$ cat src/rtl/attosoc_ram_arbiter.sv
// Two-master arbiter for the single-port 32-bit SoC RAM (sync read, 1-cycle latency).
// Each access takes a grant cycle (IDLE) followed by a response cycle (RESP).
module attosoc_ram_arbiter #(
  parameter int ADDR_WIDTH = 14,
  parameter int FIXED_PRIO = 0
) (
  input  logic                  clk,
  input  logic                  resetn,
  input  logic                  m0_valid,
  input  logic [31:0]           m0_addr,
  input  logic [31:0]           m0_wdata,
  input  logic [3:0]            m0_wstrb,
  output logic                  m0_ready,
  output logic [31:0]           m0_rdata,
  input  logic                  m1_valid,
  input  logic [31:0]           m1_addr,
  input  logic [31:0]           m1_wdata,
  input  logic [3:0]            m1_wstrb,
  output logic                  m1_ready,
  output logic [31:0]           m1_rdata,
  output logic                  ram_en,
  output logic [ADDR_WIDTH-1:0] ram_addr,
  output logic [3:0]            ram_wstrb,
  output logic [31:0]           ram_wdata,
  input  logic [31:0]           ram_rdata,
  output logic [1:0]            grant
);

  // state | meaning
  // IDLE  | arbitrate; the winner's access is driven onto the RAM port this cycle
  // RESP  | RAM read data returns; the owner's ready pulses for one cycle
  typedef enum logic {IDLE, RESP} state_t;

  state_t state;
  logic   last;
  logic   win_m1;
  logic   any_valid;
  logic   m0_rdy_q;
  logic   m1_rdy_q;
  logic   unused_addr_bits;

  assign any_valid = m0_valid | m1_valid;

  // last holds the previous winner; under round-robin the other master wins a contest
  always_comb begin
    win_m1 = 1'b0;
    if (m1_valid && !m0_valid) begin
      win_m1 = 1'b1;
    end else if (m1_valid && m0_valid && FIXED_PRIO == 0) begin
      win_m1 = ~last;
    end
  end

  assign ram_en    = resetn & (state == IDLE) & any_valid;
  assign ram_addr  = win_m1 ? m1_addr[ADDR_WIDTH+1:2] : m0_addr[ADDR_WIDTH+1:2];
  assign ram_wstrb = win_m1 ? m1_wstrb : m0_wstrb;
  assign ram_wdata = win_m1 ? m1_wdata : m0_wdata;

  assign m0_rdata = ram_rdata;
  assign m1_rdata = ram_rdata;

  // ready comes only from flops, so there is no path from valid to ready
  assign m0_ready = m0_rdy_q & resetn;
  assign m1_ready = m1_rdy_q & resetn;

  assign unused_addr_bits = ^{m0_addr[31:ADDR_WIDTH+2], m0_addr[1:0],
                              m1_addr[31:ADDR_WIDTH+2], m1_addr[1:0]};

  always_ff @(posedge clk or negedge resetn) begin
    if (!resetn) begin
      state    <= IDLE;
      last     <= 1'b1;
      grant    <= 2'b00;
      m0_rdy_q <= 1'b0;
      m1_rdy_q <= 1'b0;
    end else begin
      m0_rdy_q <= 1'b0;
      m1_rdy_q <= 1'b0;
      case (state)
        IDLE: begin
          if (any_valid) begin
            last     <= win_m1;
            grant    <= win_m1 ? 2'b10 : 2'b01;
            m0_rdy_q <= ~win_m1;
            m1_rdy_q <= win_m1;
            state    <= RESP;
          end
        end
        RESP: state <= IDLE;
        default: state <= IDLE;
      endcase
    end
  end

endmodule

$ cat config.mk
export PLATFORM = sky130hd
export DESIGN_NAME = attosoc_ram_arbiter
export DESIGN_NICKNAME = d
export VERILOG_FILES = /design/src/rtl/attosoc_ram_arbiter.sv
export SDC_FILE = /design/constraint.sdc
export NUM_CORES = 1
export LEC_CHECK = 0
export CAP_MARGIN = 30
export CORE_AREA = 10 10 104 106
export DETAILED_ROUTE_END_ITERATION = 16
export DIE_AREA = 0 0 114 116
export PLACE_DENSITY_LB_ADDON = 0.25
export SYNTH_ARGS = -nofsm -noshare
export SYNTH_HDL_FRONTEND = slang
export SYNTH_SLANG_ARGS = --single-unit
$ cat constraint.sdc
create_clock -name clk -period 1.96 [get_ports clk]
set_input_delay 0.392 -clock clk [delete_from_list [all_inputs] [get_ports clk]]
set_output_delay 0.392 -clock clk [all_outputs]
set_load 0.02 [all_outputs]
== Yosys cells after proc, flatten, opt, wreduce, memory -nomap -nowiden ==
Cells that the tools add are included.

* Flip-flop bits (word level): 6
* Input bits: 172
* Output and inout bits: 119

* Reduce and logical (&&, ||, !) cells: 4
* Bitwise operators: 8
* Multiplexer cells: 12

{| class="wikitable"
|+ Operators by type and width
! kind !! count
|-
| two-way mux 32 bit || 1
|-
| two-way mux 14 bit || 1
|-
| two-way mux 1 bit || 7
|-
| AND 1 bit || 4
|-
| two-way mux 4 bit || 1
|-
| inverter 1 bit || 3
|-
| logical AND 1 bit || 2
|-
| two-way mux 2 bit || 1
|-
| case mux 1 bit (2 select lines) || 1
|-
| AND reduction 2 bit || 1
|-
| zero test 1 bit || 1
|-
| bitwise OR 1 bit || 1
|}

== Depth between registers and ports, before layout ==
* Word-level depth: 6
* Mapped depth: 4
* Mapped depth without buffers: 2

== Worst setup path before layout ==
OpenSTA, ideal clock, no wires.

* Path type: register -> output
* From: reg last
* To: out ram_addr[0]
* Stages on the path, launching flop included: 5
* Buffers on the path: 2
* Data arrival time: 1.282 ns
* Setup slack: 0.286 ns
* Path through: dfstp_2 a21bo_2 buf_6 buf_6 mux2_4

* Cells in the longest elaborated chain, start to end: 4

{| class="wikitable"
|+ RTL lines
! item !! line !! RTL
|-
| start, declared || 35 || <nowiki>logic last;</nowiki>
|-
| start signal, assigned || 82 || <nowiki>last <= win_m1;</nowiki>
|-
| inverter 1 bit || 50 || <nowiki>win_m1 = ~last;</nowiki>
|-
| two-way mux 1 bit || 49 || <nowiki>end else if (m1_valid && m0_valid && FIXED_PRIO == 0) begin</nowiki>
|-
| two-way mux 1 bit || 47 || <nowiki>if (m1_valid && !m0_valid) begin</nowiki>
|-
| two-way mux 14 bit || 55 || <nowiki>assign ram_addr = win_m1 ? m1_addr[ADDR_WIDTH+1:2] : m0_addr[ADDR_WIDTH+1:2];</nowiki>
|-
| end, declared || 22 || <nowiki>output logic [ADDR_WIDTH-1:0] ram_addr,</nowiki>
|}

No other way between the ends.

== Final worst setup path ==
* From: in m0_valid
* To: out ram_addr[0]

* Cells in the longest elaborated chain, start to end: 4
* Elaborated cells between the ends (all ways): 6

{| class="wikitable"
|+ RTL lines
! item !! line !! RTL
|-
| start, declared || 9 || <nowiki>input logic m0_valid,</nowiki>
|-
| logical AND 1 bit or zero test 1 bit (tied branches) || 49, 47 ||
|-
| two-way mux 1 bit or logical AND 1 bit (tied branches) || 49, 47 ||
|-
| two-way mux 1 bit * || 47 ||
|-
| two-way mux 14 bit * || 55 ||
|}

Every way passes the cells marked *; elsewhere a longest branch is shown, timed or not.

==> load_flow_metrics.sql <==
INSERT INTO impl_metrics (metric_group, metric, value, unit) VALUES
('outcome', 'outcome', 'finished, violations left', ''),
('outcome', 'violations_in_the_final_reports', 'setup timing', ''),
('die', 'die_w', '114', 'µm'),
('global_routing', 'antenna_found_initial', '0', ''),
('timing', 'final_critical_path_setup_slack', '-0.151', 'ns'),
('synth', 'ys_warn_count', '0', ''),
('drt', 'drt-initial-drc-count', '36', ''),
('timing', 'final.setup_skew', '0.00633', 'ns'),
('clock_network', 'tritoncts.num_buffers', '3', ''),
('synth', 'postSynthRegisterBits', '6', ''),
('synth', 'synth.net_count', '313', ''),
('global_routing', 'global_route.overflow_total', '0', ''),
('global_routing', 'total_routing_resource_utilization_after_global_routing', '9.05', '%'),
('pwr', 'report.power.total', '0.00153', 'W'),
('place', 'number_of_buffers_inserted_by_port_buffering', '158', ''),
('pwr', 'ir_drop', '365', 'µV'),
('place', 'place_inst', '343', ''),
('global_routing', 'grt_pass1_vias', '1490', ''),
('drt', 'firstDrtPassIters', '2', ''),
('place', 'place_congestion', '0.704', ''),
('finish', 'fillCellCount', '890', ''),
('clock_network', 'clkTransAtPathRegs', '0.04', 'ns'),
('die', 'floorplan.core_area', '8680', 'µm²'),
('synth', 'combinational_family_with_the_most_area_after_synthesis', 'multiplexers', ''),
('finish', 'areaGrowthSynthToFinish', '97.9', '%'),
('clock_network', 'cts.sinks', '6', ''),
('setup_path', 'worst-endpoint-required', '1.57', 'ns'),
('drt', 'post_drt_wl_per_cell', '18.6', 'µm'),
('drt', 'route.vias.total', '1367', ''),
('synth', 'yosys.area_share.adder', '0', '%'),
('finish', 'leading_cell_types_in_the_layout_fill_and_taps_excluded', '103 x clkdlybuf4s50_1, 49 x mux2_4, 44 x buf_6, 9 x buf_4, 8 x buf_2', ''),
('timing', 'timing.slew.headroom', '83.0', '%'),
('die', 'floorplan.die_area', '13200', 'µm²'),
('synth', 'post_synthesis_compound_gate_area_fraction', '2.61', '%'),
('finish', 'diodes', '0', ''),
('global_routing', 'grt_start_max_net_pins', '13', ''),
('clock_network', 'cts_htree_levels', '1', ''),
('finish', 'postLayoutCellArea', '3030', 'µm²'),
('drt', 'wl', '6710', 'µm'),
('die', 'io_pins', '291', ''),
('global_routing', 'grt_first_pass_wirelength', '9380', 'µm'),
('synth', 'area_share_of_and_or_nand_nor_cells_after_synthesis', '2.94', '%'),
('setup_path', 'r2r_slack', '0.60', 'ns'),
('finish', 'final_common_cell', 'clkdlybuf4s50_1', ''),
('timing', 'slew_violations', '0', ''),
('place', 'dp_hpwl', '5380', 'µm'),
('synth', 'muxShareOfSynthArea', '48.3', '%'),
('die', 'initial_utilization', '17.6', '%'),
('synth', 'post_synth_xor_area_fraction', '0', '%'),
('finish', 'fraction_of_layout_instances_using_a_drive_strength_above_1', '49.2', '%'),
('clock_network', 'worst_skew_pair.late_latency', '0.23', 'ns'),
('die', 'floorplan.die.height', '116', 'µm'),
('clock_network', 'ctsLongestPathBuffers', '2', ''),
('timing', 'finalSetupViolCount', '49', ''),
('drt', 'drc', '0', ''),
('setup_path', 'worstPathCellList', 'dlygate4sd2_1 > a21bo_4 > buf_12 > buf_12 > buf_6 > mux2_4 > buf_6', ''),
('synth', 'syn-cell-area', '1530', 'µm²'),
('setup_path', 'worst_setup_path_start_kind', 'primary input', ''),
('drt', 'antenna_violating_nets_post_route', '0', ''),
('clock_network', 'clock_tree_from_tritoncts', 'yes', ''),
('synth', 'synth.distinct_cells', '16', ''),
('setup_path', 'cp_slowest_stage_delay', '0.30', 'ns'),
('timing', 'setup_repair_after_global_routing_missed_its_margin', 'yes', ''),
('clock_network', 'clk_root_buffer_cell', 'clkbuf_8', ''),
('synth', 'syn_inst', '141', ''),
('setup_path', 'maximum_fanout_encountered_on_the_critical_timing_path', '7', ''),
('timing', 'post-route-period-util', '108', '%'),
('flow_run', 'max_cap_violations', '0', ''),
('drt', 'route.detailed.vias_per_inst', '3.80', ''),
('synth', 'syn_area_per_cell', '10.9', 'µm²'),
('finish', 'finalNonFillerCells', '360', '');
-- repair_timing --
item | in CTS | in global routing
hold buffers | 0 | 0
pin swaps | 1 | 1
setup endpoints to repair | 53 | 49
buffers inserted | 6 | 5
resized for setup | 294 | 4
gates cloned | 4 | 0
endpoints found under the hold margin | 0 | 0
-- cell usage after synthesis --
| master | number | area (µm²) |
|---|---|---|
| nand2b_1 | 1 | 6.26 |
| nor3b_1 | 2 | 15.0 |
| o2bb2ai_1 | 1 | 8.76 |
| a21o_1 | 1 | 7.51 |
| nor2_1 | 3 | 11.3 |
| a21oi_1 | 1 | 5.00 |
| buf_6 | 6 | 67.6 |
| a2bb2oi_1 | 1 | 8.76 |
| and2_1 | 2 | 12.5 |
| mux2_2 | 3 | 33.8 |
| buf_4 | 64 | 480 |
| dfstp_2 | 1 | 26.3 |
| dfrtp_1 | 5 | 125 |
| mux2_4 | 47 | 706 |
| inv_1 | 2 | 7.51 |
| a21bo_2 | 1 | 10.0 |
-- worst max-delay path: cells and delay by family --
family | cells | cell delay [ns]
compound gates | 1 | 0.26
buf+inv | 5 | 0.76
mux | 1 | 0.30
-- power breakdown --
group | leakage [nW] | internal [W] | switching, W
registers | 0.0719 | 0.000152 | 0.0000150
clock network | 0.0228 | 0.000140 | 0.0000577
logic | 1.33 | 0.000728 | 0.000441
-- kinds of logic (layout without fill, tap and decap cells) --
family / Yosys count / after routing
mux: 50 / 50
buf+inv: 72 / 183
flops: 6 / 6
compound gates: 5 / 5
simple gates: 8 / 8
-- routing by layer --
metal,part of all wire (%),vias to the layer above,global-route usage [%]
li1,-,634,-
met5,0,-,0
met1,37,619,9.99
met4,0.37,0,1.75
met2,52,107,16.1
met3,9.8,7,3.62
-- final cells by class --
| class | count | area [µm²] | share of cell area (%) |
|---|---|---|---|
| sequential | 6 | 151 | 5.00 |
| tap | 108 | 135 | 4.46 |
| inverter | 2 | 7.51 | 0.248 |
| timing repair buffer | 177 | 1850 | 61.1 |
| multi-input combinational | 63 | 838 | 27.7 |
| clock buffer | 4 | 45.0 | 1.49 |
-- state kept, by name (all words and copies together), names as in the netlist --
| register | count |
|---|---|
| state | 1 |
| m0_rdy_q | 1 |
| last | 1 |
| m1_rdy_q | 1 |
| grant | 2 |
-- worst paths after layout --
| path | endpoint | start | depth (start not counted) |
|---|---|---|---|
| worst max register to register | grant[0] | last | 5 |
| max in group asynchronous | last | resetn | 2 |
| worst max-delay path | ram_addr[0] | m0_valid | 7 |
| worst min-delay path | grant[1] | grant[1] | 1 |
| worst min register to register | grant[1] | grant[1] | 1 |
| min in group asynchronous | m0_rdy_q | resetn | 2 |
-- through the flow --
step	setup WS (ns)	utilization, %	hold WS [ns]	TNS (ns)
after floorplan	0.286	-	0.0964	0
after global placement	-0.659	32.0	0.479	-31.20
after detailed placement	-0.671	32.0	0.475	-31.42
after CTS	-0.264	34.9	0.494	-8.37
after global routing	-0.204	34.9	0.515	-6.73
final	-0.151	34.9	0.490	-3.93
(Power assumes the default switching activity.)
